`src/rtl/inference_result_streamer_pkg.sv`:
```
// Shared types and constants for the inference result streamer.
package tinyml_stream_pkg;
    typedef enum logic [2:0] {S_IDLE, S_SCAN, S_HDR, S_DATA, S_IDX, S_CSUM} state_t;
    localparam logic [7:0] SYNC_BYTE_DEF  = 8'hA5;
    localparam int         FRAME_OVERHEAD = 3;
endpackage

```
`src/rtl/inference_result_streamer_if.sv`:
```
// Byte stream link towards the host (UART TX or debug FIFO).
interface inference_result_streamer_if;
    logic [7:0] tx_data;
    logic       tx_valid;
    logic       tx_ready;

    modport master (output tx_data, output tx_valid, input tx_ready);
    modport slave  (input tx_data, input tx_valid, output tx_ready);
endinterface

```
`src/rtl/inference_result_streamer_argmax.sv`:
```
// Sequential signed argmax: one lane per cycle, strict compare so ties keep the lowest index.
module argmax_scanner #(
    parameter int N     = 10,
    parameter int W     = 8,
    parameter int IDX_W = $clog2(N)
) (
    input  logic                 clk,
    input  logic                 rst,
    input  logic                 i_start,
    input  logic signed [W-1:0]  i_first,
    input  logic signed [W-1:0]  i_vec [0:N-1],
    output logic [IDX_W-1:0]     o_idx,
    output logic                 o_done
);
    localparam logic [IDX_W-1:0] LAST = IDX_W'(N - 1);

    logic                r_active;
    logic [IDX_W-1:0]    r_k;
    logic [IDX_W-1:0]    r_idx;
    logic signed [W-1:0] r_max;

    logic                w_gt;
    logic [IDX_W-1:0]    w_idx_nxt;
    logic signed [W-1:0] w_max_nxt;

    // Lane 0 arrives with the start pulse because the caller's capture register is not loaded yet
    assign w_gt      = i_vec[r_k] > r_max;
    assign w_idx_nxt = w_gt ? r_k : r_idx;
    assign w_max_nxt = w_gt ? i_vec[r_k] : r_max;

    always_ff @(posedge clk or posedge rst) begin
        if (rst) begin
            r_active <= 1'b0;
            r_k      <= '0;
            r_idx    <= '0;
            r_max    <= '0;
            o_idx    <= '0;
            o_done   <= 1'b0;
        end else begin
            o_done <= 1'b0;
            if (i_start) begin
                r_active <= 1'b1;
                r_max    <= i_first;
                r_idx    <= '0;
                r_k      <= IDX_W'(1);
            end else if (r_active) begin
                r_max <= w_max_nxt;
                r_idx <= w_idx_nxt;
                if (r_k == LAST) begin
                    r_active <= 1'b0;
                    o_idx    <= w_idx_nxt;
                    o_done   <= 1'b1;
                end else begin
                    r_k <= r_k + 1'b1;
                end
            end
        end
    end
endmodule

```
`src/rtl/inference_result_streamer.sv`:
```
// Captures accelerator results, finds the argmax and streams a framed packet:
// SYNC, OUT_N raw lanes, argmax index, XOR checksum.
module inference_result_streamer
    import tinyml_stream_pkg::*;
#(
    parameter int         DATA_WIDTH = 8,
    parameter int         OUT_N      = 10,
    parameter logic [7:0] SYNC_BYTE  = SYNC_BYTE_DEF,
    parameter int         IDX_W      = $clog2(OUT_N)
) (
    input  logic                         clk,
    input  logic                         rst,
    input  logic                         done_i,
    input  logic signed [DATA_WIDTH-1:0] y_i [0:OUT_N-1],
    input  logic                         clear_i,
    inference_result_streamer_if.master  tx,
    output logic [IDX_W-1:0]             argmax_o,
    output logic                         argmax_valid_o,
    output logic                         busy_o,
    output logic                         overrun_o
);
    localparam logic [IDX_W-1:0] LAST = IDX_W'(OUT_N - 1);

    state_t                       r_state;
    logic signed [DATA_WIDTH-1:0] r_cap [0:OUT_N-1];
    logic [IDX_W-1:0]             r_j;
    logic [7:0]                   r_csum;
    logic [7:0]                   r_tx_data;
    logic                         r_tx_valid;
    logic                         r_overrun;

    logic                         w_hs;
    logic                         w_start;
    logic                         w_scan_done;
    logic [7:0]                   w_idx_byte;

    assign w_hs       = r_tx_valid && tx.tx_ready;
    assign w_start    = (r_state == S_IDLE) && done_i;
    assign w_idx_byte = 8'(argmax_o);

    assign tx.tx_data     = r_tx_data;
    assign tx.tx_valid    = r_tx_valid;
    assign busy_o         = (r_state != S_IDLE);
    assign overrun_o      = r_overrun;
    assign argmax_valid_o = w_scan_done;

    argmax_scanner #(.N(OUT_N), .W(DATA_WIDTH), .IDX_W(IDX_W)) u_scan (
        .clk     (clk),
        .rst     (rst),
        .i_start (w_start),
        .i_first (y_i[0]),
        .i_vec   (r_cap),
        .o_idx   (argmax_o),
        .o_done  (w_scan_done)
    );

    always_ff @(posedge clk or posedge rst) begin
        if (rst) begin
            r_state    <= S_IDLE;
            r_j        <= '0;
            r_csum     <= '0;
            r_tx_data  <= '0;
            r_tx_valid <= 1'b0;
            for (int i = 0; i < OUT_N; i++) r_cap[i] <= '0;
        end else begin
            case (r_state)
                S_IDLE: if (done_i) begin
                    for (int i = 0; i < OUT_N; i++) r_cap[i] <= y_i[i];
                    r_state <= S_SCAN;
                end
                S_SCAN: if (w_scan_done) begin
                    r_state    <= S_HDR;
                    r_tx_valid <= 1'b1;
                    r_tx_data  <= SYNC_BYTE;
                    r_csum     <= SYNC_BYTE;
                end
                S_HDR: if (w_hs) begin
                    r_state   <= S_DATA;
                    r_j       <= '0;
                    r_tx_data <= r_cap[0];
                end
                S_DATA: if (w_hs) begin
                    r_csum <= r_csum ^ r_cap[r_j];
                    if (r_j == LAST) begin
                        r_state   <= S_IDX;
                        r_tx_data <= w_idx_byte;
                    end else begin
                        r_j       <= r_j + 1'b1;
                        r_tx_data <= r_cap[r_j + 1'b1];
                    end
                end
                S_IDX: if (w_hs) begin
                    r_state   <= S_CSUM;
                    r_csum    <= r_csum ^ w_idx_byte;
                    r_tx_data <= r_csum ^ w_idx_byte;
                end
                S_CSUM: if (w_hs) begin
                    r_state    <= S_IDLE;
                    r_tx_valid <= 1'b0;
                    r_tx_data  <= '0;
                end
                default: r_state <= S_IDLE;
            endcase
        end
    end

    // A done pulse while busy is dropped; a new drop beats a same-cycle clear
    always_ff @(posedge clk or posedge rst) begin
        if (rst)                  r_overrun <= 1'b0;
        else if (done_i && busy_o) r_overrun <= 1'b1;
        else if (clear_i)          r_overrun <= 1'b0;
    end
endmodule

```
`src/flat_wrapper.sv`:
```
// flat-port wrapper written by rule: the top's interface ports become plain ports
module inference_result_streamer_flat import tinyml_stream_pkg::*;
#(
    parameter int         DATA_WIDTH = 8,
    parameter int         OUT_N      = 10,
    parameter logic [7:0] SYNC_BYTE  = SYNC_BYTE_DEF,
    parameter int         IDX_W      = $clog2(OUT_N)
)
  (clk, rst, done_i, y_i, clear_i, argmax_o, argmax_valid_o, busy_o, overrun_o, tx_tx_data, tx_tx_valid, tx_tx_ready);
  inference_result_streamer_if tx_i ();
  input  logic clk;
  input  logic rst;
  input  logic done_i;
  input  logic signed [DATA_WIDTH-1:0] y_i[0:OUT_N-1];
  input  logic clear_i;
  output logic [IDX_W-1:0] argmax_o;
  output logic argmax_valid_o;
  output logic busy_o;
  output logic overrun_o;
  output wire logic [$bits(tx_i.tx_data)-1:0] tx_tx_data;
  output wire logic [$bits(tx_i.tx_valid)-1:0] tx_tx_valid;
  input wire logic [$bits(tx_i.tx_ready)-1:0] tx_tx_ready;
  assign tx_tx_data = tx_i.tx_data;
  assign tx_tx_valid = tx_i.tx_valid;
  assign tx_i.tx_ready = tx_tx_ready;
  inference_result_streamer #(.DATA_WIDTH(DATA_WIDTH), .OUT_N(OUT_N), .SYNC_BYTE(SYNC_BYTE), .IDX_W(IDX_W)) u_core (.clk(clk), .rst(rst), .done_i(done_i), .y_i(y_i), .clear_i(clear_i), .tx(tx_i), .argmax_o(argmax_o), .argmax_valid_o(argmax_valid_o), .busy_o(busy_o), .overrun_o(overrun_o));
endmodule
```
`config.mk`:
```
export PLATFORM = sky130hd
export DESIGN_NAME = inference_result_streamer_flat
export DESIGN_NICKNAME = d
export VERILOG_FILES = /design/src/rtl/inference_result_streamer_pkg.sv /design/src/rtl/inference_result_streamer_if.sv /design/src/rtl/inference_result_streamer_argmax.sv /design/src/rtl/inference_result_streamer.sv /design/src/flat_wrapper.sv
export SDC_FILE = /design/constraint.sdc
export NUM_CORES = 1
export LEC_CHECK = 0
export BUFFER_PORTS_ARGS = -buffer_cell sky130_fd_sc_hd__buf_2
export CAP_MARGIN = 5
export CORE_ASPECT_RATIO = 2
export CORE_MARGIN = 4
export CORE_UTILIZATION = 55
export CTS_CLUSTER_SIZE = 24
export DETAILED_ROUTE_END_ITERATION = 16
export PLACE_DENSITY = 0.8
export RECOVER_POWER = 25
export SLEW_MARGIN = 20
export SYNTH_ARGS = -nofsm -noshare
export SYNTH_HDL_FRONTEND = slang
export SYNTH_SLANG_ARGS = --single-unit
```
`constraint.sdc`:
```
create_clock -name clk -period 5.1 [get_ports clk]
set_input_delay 0.765 -clock clk [delete_from_list [all_inputs] [get_ports clk]]
set_output_delay 0.765 -clock clk [all_outputs]
set_load 0.02 [all_outputs]
```
==> metrics.yaml, run 1 <==
outcome: "finished, violations left"
violations: "max-capacitance violations, max-slew violations"
arrival_ps: 4040
syn_to_final_growth_pct: 15.52
clk_latency_ps: 430
syn_inst: 838
min_period_ps: 3732
fin_skew_ps: 8.697
setup_tns_ps: 0
num_rows: 61
gp_congestion: 0.9882
ys_ff_latch: 127
cts_sinks: 127
ys_warn_count: 0
initial_core_util: 0.5605
leakage_nw: 4.283
synth.top_cell.area_share: 0.4059
cts_buffer_depth: 2
hold_depth: 1
min_from: "u_core.r_csum[2]"
post_cts_buffers: 0
post_cts_resized: 0
ys_top_cells_by_area: "dfrtp_1, nand2_1, mux4_2"
place_area_mm2: 0.008396
n_fill_cell: 1137
htreeDepth: 4
drcViolationCount: 0
post_drt_wl_per_cell_um: 21.64
path_class: "flip-flop to flip-flop"
synth_area_per_cell_um2: 9.342
yosys.area.top_type: "dfrtp_1"
critPathMaxFanout: 24
cts.clk_slew.worst_paths_ps: 60
viasPerCell: 6.308
cp-start-kind: "flip-flop"
r2r_start: "u_core.u_scan.r_k[0]"
p_per_area_mw_per_mm2: 740.2
max_freq_mhz: 267.9
timing.final.hold_violations: 0
design_area_mm2: 0.009044
cts_tree: "yes"
setup_violations: 0
postSynth.asyncResetShare: 1.000
grt.total_usage: 0.3090
dp_hpwl_um: 17190
whs_ps: 506.9
gr-total-overflow: 0
crit_required_ps: 5410
io_pins: 101
rsz0062_at_grt: "false"
cts_hold_buf: 0
synth_area_mm2: 0.007829
final_cell_mix: "nand2_1, dfrtp_1, buf_2"
grt_pass1_wl_um: 38210
pre_cts_slack_ps: 1451
core-area_mm2: 0.01397
dieWidth_um: 92.36
crit_start: "u_core.u_scan.r_k[0]"
dr.pass1.iters: 7
cts_root_buffer: "clkbuf_16"
synth_cell_types: 67
grt_max_degree: 91
final_max_slew_viol_count: 130
drtAntennaViolNets: 0
ff2ff_path_depth: 9
max-vdd-ir-drop_mv: 0.3646
ys_seq_area_frac: 0.4059
hold_path.class: "flip-flop to flip-flop"
utilization: 0.6475
final_common_cell: "nand2_1"
diodes: 0
crit_path_end_kind: "flip-flop"
die_h_um: 176.7
first_global_vias: 7039
layout-drive-gt1-share: 0.2137
tightest_slew_ps: 2674
setup_ws_ps: 1368
grt_antenna_before_repair: 0
drt_iter0_markers: 716
fin_crit_sh: 0.7318
drt-total-wl_um: 24050
synth_edf_count: 0
port-buffer-count: 100
maxCapViolCount: 2
cts_buffers: 17
die-area_mm2: 0.01632
nets: 1006
ys.flop_type: "dfrtp_1"
relSlewSlack: -0.7927
vias: 7008
synth_nets: 935
metal layers:
| layer | wire length, µm | track usage | up-vias | share of wire |
|---|---|---|---|---|
| li1 | - | - | 3125 | - |
| met1 | 8162 | 0.3457 | 3310 | 0.34 |
| met2 | 11820 | 0.5038 | 423 | 0.49 |
| met3 | 1749 | 0.05830 | 150 | 0.073 |
| met4 | 2309 | 0.2556 | 0 | 0.096 |
| met5 | 0 | 0 | - | 0 |
kinds of logic after synthesis:
family / share of synthesized area
and+or+nand+nor: 0.2134
AOI/OAI and AO/OA: 0.1184
DFF: 0.4059
muxes: 0.1836
buffers and inverters: 0.04139
xor gates and xnor gates: 0.01806
adders and majority gates: 0.01918
through the flow:
step / instances / power [mW]
5_1_grt: 1111 / 7.050
2_1_floorplan: 838 / 4.254
6_report: 1111 / 6.694
3_5_place_dp: 1079 / 5.187
4_1_cts: 1111 / 6.598
3_3_place_gp: 1079 / 5.105
worst max-delay path, cell delays in order (launching register included):
cell and delay, ps:
dfrtp_2 640, buf_4 420, mux4_2 550, a221o_1 410
ha_1 310, nand4_1 140, o2111ai_1 490, buf_4 290
a21oi_1 80, a211o_1 260
synth_stat cells (3+ instances only):
master,instances
o21ai_0,19
nor2b_1,14
buf_4,6
mux2_2,19
a21oi_1,16
ha_1,12
nand2_1,270
o22a_1,3
o221ai_1,3
inv_1,17
o31ai_1,7
clkbuf_1,26
nand3_1,14
nand4_1,13
and3_1,3
or3_1,3
nor2_1,32
o211ai_1,4
mux4_2,30
o311ai_1,9
o32ai_1,3
nor3b_1,3
xnor2_1,3
a21o_1,5
a221o_1,5
buf_2,19
a221oi_1,3
o22ai_1,14
a211oi_1,5
xor2_1,10
mux2i_1,42
mux4_1,4
a22oi_1,10
dfrtp_1,127
or4b_1,3
nand2b_1,9
and2_1,4
nor3_1,7
worst paths after layout:
| kind | endpoint | slack, ps |
|---|---|---|
| max | u_core.u_scan.o_idx[3] | 1370 |
| min | u_core.r_csum[2] | 510 |
| max reg2reg | u_core.u_scan.o_idx[3] | 1370 |
| min reg2reg | u_core.r_csum[2] | 510 |
| max in group asynchronous | u_core.r_j[0] | 1450 |
| min in group asynchronous | u_core.r_cap[5] | 1070 |
sequential cells by signal, indices dropped and copies added (netlist names):
signal and cells:
u_core.u_scan.r_max 8, u_core.r_csum 8, u_core.u_scan.r_active 1, u_core.u_scan.o_done 1, u_core.u_scan.r_k 4, u_core.r_cap 80
u_core.u_scan.r_idx 4, u_core.overrun_o 1, u_core.r_state 3, u_core.tx.tx_valid 1, u_core.tx.tx_data 8, u_core.r_j 4
u_core.u_scan.o_idx 4
power by group:
part	switching (mW)	leakage [nW]	total [mW]	internal, mW
Sequential	0.744	1.59	2.19	1.45
Clock	0.475	0.313	1.37	0.897
Combinational	1.70	2.39	3.13	1.43
cell type report:
type | count | area, µm² | share of cell area
flip-flops and latches | 127 | 3181 | 0.3517
inverters | 18 | 68.82 | 0.007609
well taps | 189 | 236.5 | 0.02615
clock buffers | 20 | 456.7 | 0.05050
repair buffers | 106 | 555.5 | 0.06143
multi-input cells | 639 | 4338 | 0.4797
clock inverters | 12 | 207.7 | 0.02297
Note: power is estimated with default switching activity, not from simulation.
==> inputs of run 2 (changes only) <==
Clock period 5.1 ns to 3.9 ns, I/O delays scaled along.
==> metrics.yaml, run 2 (same netlist as run 1, synthesis figures left out) <==
outcome: "finished, violations left"
violations: "max-capacitance violations, max-slew violations"
first_global_vias: 6903
grt.total_usage: 0.3081
initial_core_util: 0.5605
leakage_nw: 4.335
tightest_slew_ps: 1729
drt-total-wl_um: 24290
viasPerCell: 6.192
ff2ff_path_depth: 9
final_max_slew_viol_count: 70
io_pins: 101
post_cts_resized: 0
timing.final.hold_violations: 0
dr.pass1.iters: 7
die-area_mm2: 0.01632
cts_sinks: 127
maxCapViolCount: 1
cts_hold_buf: 0
cp-endpoint: "u_core.u_scan.o_idx[3]"
crit_path_end_kind: "flip-flop"
cts_root_buffer: "clkbuf_16"
htreeDepth: 4
min_period_ps: 3592
drcViolationCount: 0
hold_path.class: "input pin to flip-flop"
nets: 1017
wirelength_met1_um: 8288
critPathMaxFanout: 20
post_cts_buffers: 0
post_drt_wl_per_cell_um: 21.67
crit_start: "u_core.u_scan.r_k[1]"
wl_met2_um: 12630
crit_required_ps: 4200
core-area_mm2: 0.01397
cts_tree: "yes"
largest_reg_flops: 80
cts.clk_slew.worst_paths_ps: 60
p_per_area_mw_per_mm2: 962.5
cp-start-kind: "flip-flop"
relSlewSlack: -0.1525
max_freq_mhz: 278.4
drt_iter0_markers: 601
grt_antenna_before_repair: 0
path_class: "flip-flop to flip-flop"
clk_latency_ps: 420
rsz0062_at_grt: "false"
r2r_start: "u_core.u_scan.r_k[1]"
dieWidth_um: 92.36
dp_hpwl_um: 18340
grt_pass1_wl_um: 37920
fin_crit_sh: 0.9210
top_layer: "met4"
cts_buffer_depth: 2
layout-drive-gt1-share: 0.2221
fin_skew_ps: 15.28
gp_congestion: 0.9971
dr_wl_met3_um: 1303
setup_tns_ps: 0
final_cell_mix: "nand2_1, dfrtp_1, buf_2"
grt_max_degree: 70
regMostFlops: "u_core.r_cap"
arrival_ps: 3890
syn_to_final_growth_pct: 16.67
setup_violations: 0
port-buffer-count: 100
die_h_um: 176.7
r2r-end: "u_core.u_scan.o_idx[3]"
gr-total-overflow: 0
cts_buffers: 17
reg2reg_slack_ps: 310
final_common_cell: "nand2_1"
whs_ps: 348.3
vias: 6941
max-vdd-ir-drop_mv: 0.5241
drtAntennaViolNets: 0
num_rows: 61
diodes: 0
==> run 2: per-stage QoR <==
stage	setup WS [ps]	power (mW)	util	cells	area, µm²
floorplan	884.9	5.563	-	838	7833
global placement	450.9	6.790	0.6071	1090	8479
detailed placement	408.0	6.856	0.6071	1090	8479
CTS	384.2	8.714	0.6555	1121	9155
global route	161.4	9.279	0.6539	1121	9134
finish	308.2	8.791	0.6539	1121	9134
==> run 2: worst min path at each step <==
stage                     slack [ps]  cells after the start             start                to
after floorplan                  470                      2  u_core.r_cap[30]  u_core.r_cap[30]
after global placement           490                      2  u_core.r_csum[7]  u_core.r_csum[7]
after detailed placement         500                      2  u_core.r_csum[5]  u_core.r_csum[5]
after CTS                        290                      2               rst  u_core.r_cap[58]
after global routing             350                      3           y_i[27]  u_core.r_cap[27]
final                            350                      3           y_i[45]  u_core.r_cap[45]
==> run 2: per-layer routing <==
metal / up-vias / GRT usage
li1: 3146 / -
met1: 3337 / 0.3288
met2: 341 / 0.5405
met3: 117 / 0.05787
met4: 0 / 0.2122
met5: - / 0
==> run 2: critical path, stage by stage (launching register included) <==
cell and delay, ps:
dfrtp_1 820, mux4_2 580, o22ai_1 180, o32ai_1 140, ha_1 330, nand4_1 160, o2111ai_1 620, buf_4 290
a21oi_1 80, a211o_1 260
==> run 2: cell type report <==
cell class              instances  area (µm²)
fillers                      1161        4833
multi-input cells             639        4338
flip-flops and latches        127        3181
repair buffers                117       634.4
clock buffers                  18       439.2
clock inverters                13       236.5
well taps                     189       236.5
inverters                      18       68.82
==> run 2: power breakdown <==
group	leakage [nW]	internal, mW	switching (mW)
combinational	2.43	1.92	2.18
sequential	1.59	1.89	0.980
clock	0.315	1.22	0.608
total	4.33	5.03	3.76
